[src/rtl/gcd_cmp_sub_unit.sv]
// Registered compare-and-subtract datapath for the iterative GCD engine.
// Provides an MSB-first magnitude compare, both ripple-borrow differences and operand zero flags.
module gcd_cmp_sub_unit #(
  parameter int WIDTH = 32
) (
  input  logic             clk,
  input  logic             rst,
  input  logic             in_valid,
  input  logic [WIDTH-1:0] a,
  input  logic [WIDTH-1:0] b,
  output logic             out_valid,
  output logic             gt,
  output logic             eq,
  output logic             lt,
  output logic [WIDTH-1:0] diff_ab,
  output logic [WIDTH-1:0] diff_ba,
  output logic             borrow_ab,
  output logic             borrow_ba,
  output logic             a_zero,
  output logic             b_zero
);

  // Result of one ripple-borrow subtraction: borrow-out in the MSB, difference below it.
  typedef struct packed {
    logic             bout;
    logic [WIDTH-1:0] diff;
  } sub_result_t;

  // Result of the magnitude comparison; exactly one field is set.
  typedef struct packed {
    logic gt;
    logic eq;
    logic lt;
  } cmp_result_t;

  // Chain of 1-bit full subtractors with zero borrow-in at the LSB.
  function automatic sub_result_t ripple_sub(input logic [WIDTH-1:0] x,
                                             input logic [WIDTH-1:0] y);
    sub_result_t r;
    logic        bin;
    r   = '0;
    bin = 1'b0;
    for (int i = 0; i < WIDTH; i++) begin
      r.diff[i] = x[i] ^ y[i] ^ bin;
      bin       = (~x[i] & y[i]) | (~(x[i] ^ y[i]) & bin);
    end
    r.bout = bin;
    return r;
  endfunction

  // Scan from the MSB; the first differing bit settles the ordering.
  function automatic cmp_result_t mag_compare(input logic [WIDTH-1:0] x,
                                              input logic [WIDTH-1:0] y);
    cmp_result_t c;
    logic        decided;
    c       = '0;
    decided = 1'b0;
    for (int i = WIDTH - 1; i >= 0; i--) begin
      if (!decided && (x[i] != y[i])) begin
        decided = 1'b1;
        c.gt    = x[i];
        c.lt    = y[i];
      end
    end
    c.eq = ~decided;
    return c;
  endfunction

  cmp_result_t cmp_next;
  sub_result_t sub_ab_next;
  sub_result_t sub_ba_next;
  logic        a_zero_next;
  logic        b_zero_next;

  always_comb begin
    cmp_next    = mag_compare(a, b);
    sub_ab_next = ripple_sub(a, b);
    sub_ba_next = ripple_sub(b, a);
    a_zero_next = (a == '0);
    b_zero_next = (b == '0);
  end

  // Results are only refreshed on a capture; otherwise they hold for the control FSM.
  always_ff @(posedge clk or negedge rst) begin
    if (!rst) begin
      out_valid <= 1'b0;
      gt        <= 1'b0;
      eq        <= 1'b0;
      lt        <= 1'b0;
      diff_ab   <= '0;
      diff_ba   <= '0;
      borrow_ab <= 1'b0;
      borrow_ba <= 1'b0;
      a_zero    <= 1'b0;
      b_zero    <= 1'b0;
    end else begin
      out_valid <= in_valid;
      if (in_valid) begin
        gt        <= cmp_next.gt;
        eq        <= cmp_next.eq;
        lt        <= cmp_next.lt;
        diff_ab   <= sub_ab_next.diff;
        diff_ba   <= sub_ba_next.diff;
        borrow_ab <= sub_ab_next.bout;
        borrow_ba <= sub_ba_next.bout;
        a_zero    <= a_zero_next;
        b_zero    <= b_zero_next;
      end
    end
  end

endmodule

[config.mk]
export PLATFORM = sky130hd
export DESIGN_NAME = gcd_cmp_sub_unit
export DESIGN_NICKNAME = d
export VERILOG_FILES = /design/src/rtl/gcd_cmp_sub_unit.sv
export SDC_FILE = /design/constraint.sdc
export NUM_CORES = 1
export LEC_CHECK = 0
export ABC_AREA = 1
export BUFFER_PORTS_ARGS = -buffer_cell sky130_fd_sc_hd__buf_2
export CAP_MARGIN = 20
export CORE_ASPECT_RATIO = 0.9
export CORE_UTILIZATION = 50
export CTS_BUF_LIST = sky130_fd_sc_hd__clkbuf_4
export DETAILED_ROUTE_END_ITERATION = 8
export GPL_ROUTABILITY_DRIVEN = 0
export PLACE_DENSITY = 0.72
export SLEW_MARGIN = 20
export SYNTH_ARGS = -nofsm -noshare
export SYNTH_HDL_FRONTEND = slang
export SYNTH_SLANG_ARGS = --single-unit
[constraint.sdc]
create_clock -name clk -period 0.9 [get_ports clk]
set_clock_uncertainty 0.05 [all_clocks]
set_input_delay 0.225 -clock clk [delete_from_list [all_inputs] [get_ports clk]]
set_output_delay 0.225 -clock clk [all_outputs]
set_load 0.05 [all_outputs]
==> results of run 1 <==
repair_timing:
action / in CTS / in global routing
pin swaps: 8 / 11
hold buffers: 1 / 0
resized for setup: 195 / 53
setup buffers: 45 / 29
hold endpoints to repair: 71 / 0
setup endpoints to repair: 139 / 139
area by class of cell:
| type | count | area (um2) |
|---|---|---|
| repair buffers | 342 | 2830 |
| clock buffers | 10 | 75.1 |
| flip-flops and latches | 71 | 1780 |
| inverters | 144 | 601 |
| clock inverters | 6 | 51.3 |
| multi-input cells | 452 | 3880 |
| well taps | 152 | 190 |
| fillers | 581 | 1580 |
power groups by stage:
stage / Combinational, uW / Sequential (uW) / Clock, uW
after floorplan: 1770 / 6060 / 0
after global placement: 5620 / 4060 / 0
after detailed placement: 5750 / 4090 / 0
after CTS: 6870 / 4150 / 2130
after global routing: 8050 / 4230 / 2290
final: 7590 / 4190 / 2140
kinds of logic (layout without fill, tap and decap cells):
group,count (synthesis),after routing,synth area share (%)
AO/OA/AOI/OAI,85,85,7.70
adder cells (fa/ha/maj),96,96,29.0
buffers and inverters,160,502,10.5
AND/OR/NAND/NOR,271,271,21.9
flip-flops,71,71,30.9
per-layer routing:
layer,global-route usage (%),wire length [um],vias up
li1,-,-,2788
met3,6.26,1420,74
met2,58.1,10400,290
met1,36.7,7300,2989
met4,12.6,875,0
met5,0,0,-
cells in the final DEF, fill, tap and decap left out, types with 2 or more instances in the layout:
master	n
buf_2	58
inv_2	27
nor2_1	18
dfrtp_1	70
nand2_2	12
nor4_2	4
nor2_4	14
clkinvlp_4	8
inv_12	2
nor2_2	9
o21ai_2	37
buf_8	2
nand3_2	4
o21ai_1	29
nand2_4	2
ha_4	5
nor4_1	3
ha_1	29
buf_4	190
a21oi_1	3
nand3_1	45
nand2_1	145
nand4_1	11
fa_2	62
a21oi_2	3
clkinv_2	2
buf_12	6
nor4_4	3
o21ai_0	8
inv_1	106
clkinv_1	3
buf_6	85
clkbuf_4	10
worst max-delay path: cells and delay by family:
| family | cells | cell delay (ns) |
|---|---|---|
| buffers and inverters | 5 | 0.28 |
| adders and majority gates | 32 | 11.02 |
| and+or+nand+nor | 2 | 0.13 |
worst paths after layout:
check / from / end / slack [ns] / cells after the start
max: a[0] / diff_ab[31]$_DFFE_PN0P_ / -10.47 / 39
min: in_valid / out_valid$_DFF_PN0_ / 0.07 / 2
max reg2reg: diff_ba[24]$_DFFE_PN0P_ / diff_ba[24]$_DFFE_PN0P_ / -0.10 / 4
min reg2reg: diff_ba[21]$_DFFE_PN0P_ / diff_ba[21]$_DFFE_PN0P_ / 0.47 / 2
max in group asynchronous: rst / diff_ba[12]$_DFFE_PN0P_ / 0.19 / 3
min in group asynchronous: rst / diff_ab[23]$_DFFE_PN0P_ / 0.25 / 3
flip-flops by register name, indices dropped and copies added (netlist names):
| name | count |
|---|---|
| diff_ab | 32 |
| b_zero | 1 |
| diff_ba | 31 |
| out_valid | 1 |
| lt | 1 |
| eq | 1 |
| borrow_ba | 1 |
| borrow_ab | 1 |
| gt | 1 |
| a_zero | 1 |
stage by stage:
| stage | total power [uW] | setup WS, ns |
|---|---|---|
| after global placement | 9680 | -10.84 |
| after detailed placement | 9840 | -10.98 |
| after global routing | 14600 | -10.64 |
| after CTS | 13100 | -10.39 |
| after floorplan | 7830 | -10.33 |
| final | 13900 | -10.47 |
==> impl_metrics.py, run 1 <==
metrics = {
    "route": {
        "routed_via_density": 5.22,
        "drt-pass1-iter-count": 5,
        "drc": 0,
        "avgRoutedWirePerCell_um": 17.0,
        "ant_nets": 0,
        "first_iter_violations": 500,
        "wl_mm": 20.0,
        "num_vias": 6141,
    },
    "finish": {
        "final_nets": 1183,
        "area_delta_synth_final_pct": 63.6,
        "postLayoutCellArea_um2": 9410,
        "final_util_pct": 85.6,
        "fin_cells": 1177,
        "antenna_cells": 0,
        "drive_above_1_share_pct": 53.7,
    },
    "placed_design": {
        "io_buffers": 138,
        "post-dp-hpwl_mm": 13.0,
        "place_area_um2": 7880,
        "placed_cells": 1087,
    },
    "yosys": {
        "ys_seq_elements": 71,
        "syn_area_um2": 5750,
        "synthTopCellsByArea": "dfrtp_1 (31%), fa_1 (22%), nand2_1 (10%), inv_1 (8.4%), ha_1 (7.4%)",
        "synth_cell_types": 27,
        "yosysMostFrequentCell": "nand2_1",
        "synth_cells": 683,
        "synthFlopType": "dfrtp_1",
        "ys_seq_area_share_pct": 30.9,
        "avgSynthCellArea_um2": 8.42,
        "synth_warnings": 0,
        "async_flop_share_pct": 100,
        "synth_enable_flop_cells": 0,
        "syn_nets": 846,
        "synthTopCellsByCount": "nand2_1 (153), inv_1 (128), dfrtp_1 (71), o21ai_0 (71), fa_1 (62)",
        "synth_largest_area_cell": "dfrtp_1",
        "synth.top_cell.area_share_pct": 30.9,
    },
    "sta": {
        "tightest_slew_ns": 0.373,
        "slew_violations": 0,
        "holdWs_ns": 0.0670,
        "grt_setup_unrepaired": "yes",
        "setup_slack_ns": -10.47,
        "finalCritPeriodShare_pct": 1260,
        "timing.setup.tns_ns": -374.18,
        "setup_viol": 139,
        "min_period_ns": 11.37,
        "relSlewSlack_pct": 75.1,
        "fmaxAchievable_ghz": 0.0880,
        "hold_viol": 0,
    },
    "status": {
        "status": "complete, but fails checks",
        "violations": "setup timing",
    },
    "floorplan": {
        "start_util_pct": 52.3,
        "die-area_um2": 11900,
        "io_pins": 139,
        "core-area_um2": 11000,
        "die_w_um": 115,
        "dieHeight_um": 104,
        "rows": 36,
    },
    "job": {
        "cap_violations": 0,
    },
    "global_route": {
        "grt_use_total_pct": 32.1,
        "grt_remaining_overflow": 0,
        "grt_pass1_vias": 6277,
        "antenna_found_initial": 0,
        "grt_pass1_wl_mm": 29.5,
        "grt_start_max_net_pins": 44,
    },
    "clocking": {
        "clock_sinks": 71,
        "cts-buffers-inserted": 9,
        "ctsRootBufferMaster": "clkbuf_4",
        "htree_levels": 3,
        "cts_tree": "yes",
        "clkTransAtPathRegs_ns": 0.15,
        "clk_path_buf_depth": 2,
        "worstSkewPairLatency_ns": 0.45,
    },
    "setup_path": {
        "path_max_fanout": 2,
        "end_kind": "register",
        "start_kind": "primary input",
        "max_stage_delay_ns": 0.44,
        "crit_top_cell": "fa_2",
        "crit_type": "in2reg",
        "cp.arrival_ns": 11.68,
        "critPathRequiredTime_ns": 1.21,
        "slowest_stage": "fa_2",
    },
    "pwr": {
        "combPwrFrac_pct": 54.5,
        "power_leakage_uw": 0.00463,
        "cellPowerDensity_nw_per_um2": 1480,
        "vdd.ir_drop.worst_v": 0.000913,
        "swShare_pct": 44.3,
        "p_clk_share_pct": 15.4,
        "intPower_uw": 7750,
        "p_sw_uw": 6170,
        "p_seq_share_pct": 30.1,
    },
    "worst_hold_path": {
        "hp-class": "in2reg",
    },
}
Power figures use the tool's default switching activity.
==> inputs of run 2 (changes only) <==
Settings changed: SETUP_SLACK_MARGIN from default to 0.1, SKIP_LAST_GASP from default to 1.
==> impl_metrics.py, run 2 (synthesis gave the netlist of run 1 again) <==
metrics = {
    "status": {
        "status": "complete, but fails checks",
        "violations": "setup timing",
    },
    "setup_path": {
        "crit_buf_inv": 5,
        "worstRegToRegCells": 4,
        "slowest_stage": "fa_2",
        "end_kind": "register",
        "path_max_fanout": 2,
        "start_kind": "primary input",
        "cp.depth": 39,
        "critPathTopFamily": "adder cells",
        "cp.arrival_ns": 11.70,
        "crit_type": "in2reg",
        "crit_top_cell": "fa_2",
        "critPathRequiredTime_ns": 1.21,
        "max_stage_delay_ns": 0.41,
    },
    "worst_hold_path": {
        "min_path_cells": 3,
        "hp-class": "in2reg",
    },
    "clocking": {
        "htree_levels": 3,
        "clock_sinks": 71,
        "clk_path_buf_depth": 2,
        "cts-buffers-inserted": 9,
        "ctsRootBufferMaster": "clkbuf_4",
        "cts_tree": "yes",
        "worstSkewPairLatency_ns": 0.44,
        "clkTransAtPathRegs_ns": 0.13,
    },
    "sta": {
        "tightest_slew_ns": 0.314,
        "setup_viol": 140,
        "relSlewSlack_pct": 78.9,
        "timing.setup.tns_ns": -376.60,
        "slew_violations": 0,
        "fmaxAchievable_ghz": 0.0878,
        "setup_slack_ns": -10.49,
        "grt_setup_unrepaired": "yes",
        "finalCritPeriodShare_pct": 1270,
        "hold_viol": 0,
        "min_period_ns": 11.39,
        "holdWs_ns": 0.0941,
    },
    "route": {
        "num_vias": 5983,
        "drt-pass1-iter-count": 5,
        "first_iter_violations": 377,
        "avgRoutedWirePerCell_um": 16.7,
        "ant_nets": 0,
        "drc": 0,
        "wl_mm": 19.2,
        "routed_via_density": 5.19,
    },
    "floorplan": {
        "dieHeight_um": 104,
        "rows": 36,
        "core-area_um2": 11000,
        "die-area_um2": 11900,
        "io_pins": 139,
        "die_w_um": 115,
        "start_util_pct": 52.3,
    },
    "placed_design": {
        "place_ws_ns": -11.00,
        "io_buffers": 138,
        "post-dp-hpwl_mm": 13.3,
    },
    "pwr": {
        "combPwrFrac_pct": 52.7,
        "vdd.ir_drop.worst_v": 0.000867,
        "p_seq_share_pct": 31.5,
        "power_leakage_uw": 0.00446,
        "swShare_pct": 44.2,
        "cellPowerDensity_nw_per_um2": 1460,
        "intPower_uw": 7620,
        "p_sw_uw": 6030,
        "p_clk_share_pct": 15.8,
        "p_total_uw": 13600,
    },
    "finish": {
        "largest_reg_flops": 32,
        "drive_above_1_share_pct": 60.0,
        "final_cell_mix": "buf_4 (168), nand2_1 (147), inv_1 (103)",
        "final_nets": 1158,
        "largest_registers": "diff_ab (32), diff_ba (31)",
        "final_util_pct": 85.0,
        "area_delta_synth_final_pct": 62.4,
        "regMostFlops": "diff_ab",
        "final_common_cell": "buf_4",
    },
    "global_route": {
        "grt_remaining_overflow": 0,
        "antenna_found_initial": 1,
        "grt_pass1_vias": 6312,
        "grt_start_max_net_pins": 43,
        "grt_use_total_pct": 32.0,
        "grt_pass1_wl_mm": 29.3,
    },
    "job": {
        "cap_violations": 0,
    },
}
-- run 2: cell types whose count changed in the layout (fill, tap and decap cells not counted), moves of 4 or more --
cell     change
dfrtp_2     +70
o21ai_2      +5
o21ai_1      -6
buf_4       -22
nand2_2      -4
dfrtp_1     -70
-- run 2: power groups by stage --
stage                     Combinational, uW  Clock, uW  Sequential (uW)
after floorplan                        1770          0             6190
after global placement                 5640          0             4170
after detailed placement               5770          0             4190
after CTS                              6750       2150             4270
after global routing                   7640       2310             4350
final                                  7190       2160             4300
-- run 2: tightest hold or removal path: stages --
cell and delay (ns):
buf_2 0.17, nand3_1 0.12, o41ai_2 0.06
-- run 2: final timing paths --
| kind | start | end | slack (ns) |
|---|---|---|---|
| min in group asynchronous | rst | diff_ba[5]$_DFFE_PN0P_ | 0.23 |
| setup reg to reg | diff_ba[22]$_DFFE_PN0P_ | diff_ba[22]$_DFFE_PN0P_ | -0.08 |
| hold reg to reg | diff_ab[23]$_DFFE_PN0P_ | diff_ab[23]$_DFFE_PN0P_ | 0.46 |
| hold / removal | in_valid | a_zero$_DFFE_PN0P_ | 0.09 |
| max in group asynchronous | rst | diff_ab[29]$_DFFE_PN0P_ | 0.27 |
| setup / recovery | a[0] | diff_ab[31]$_DFFE_PN0P_ | -10.49 |
-- run 2: stage by stage --
stage / instances / cell area [um2]
5_1_grt: 1153 / 9340
4_1_cts: 1140 / 9010
3_3_place_gp: 1090 / 8010
3_5_place_dp: 1090 / 8010
6_report: 1153 / 9340
2_1_floorplan: 683 / 6170
-- run 2: routing by layer --
metal | track usage [%] | up-vias | routed length [um]
met5 | 0 | - | 0
met4 | 15.4 | 0 | 728
met3 | 5.27 | 68 | 1210
met2 | 58.3 | 246 | 10300
met1 | 35.7 | 2925 | 6950
li1 | - | 2744 | -
-- run 2: layout make-up --
class	instances	area [um2]
clock buffer	11	82.6
clock inverter	5	48.8
multi-input combinational	452	3890
inverter	144	608
timing repair buffer	317	2660
antenna	1	2.50
sequential	71	1870
fill	622	1650
tap	152	190
-- run 2: repair_timing --
action / 4_1_cts / 5_1_grt
setup endpoints to repair: 141 / 142
resized for setup: 183 / 71
hold buffers: 1 / 0
buffers inserted: 33 / 20
pin swaps: 10 / 13
endpoints found under the hold margin: 71 / 0
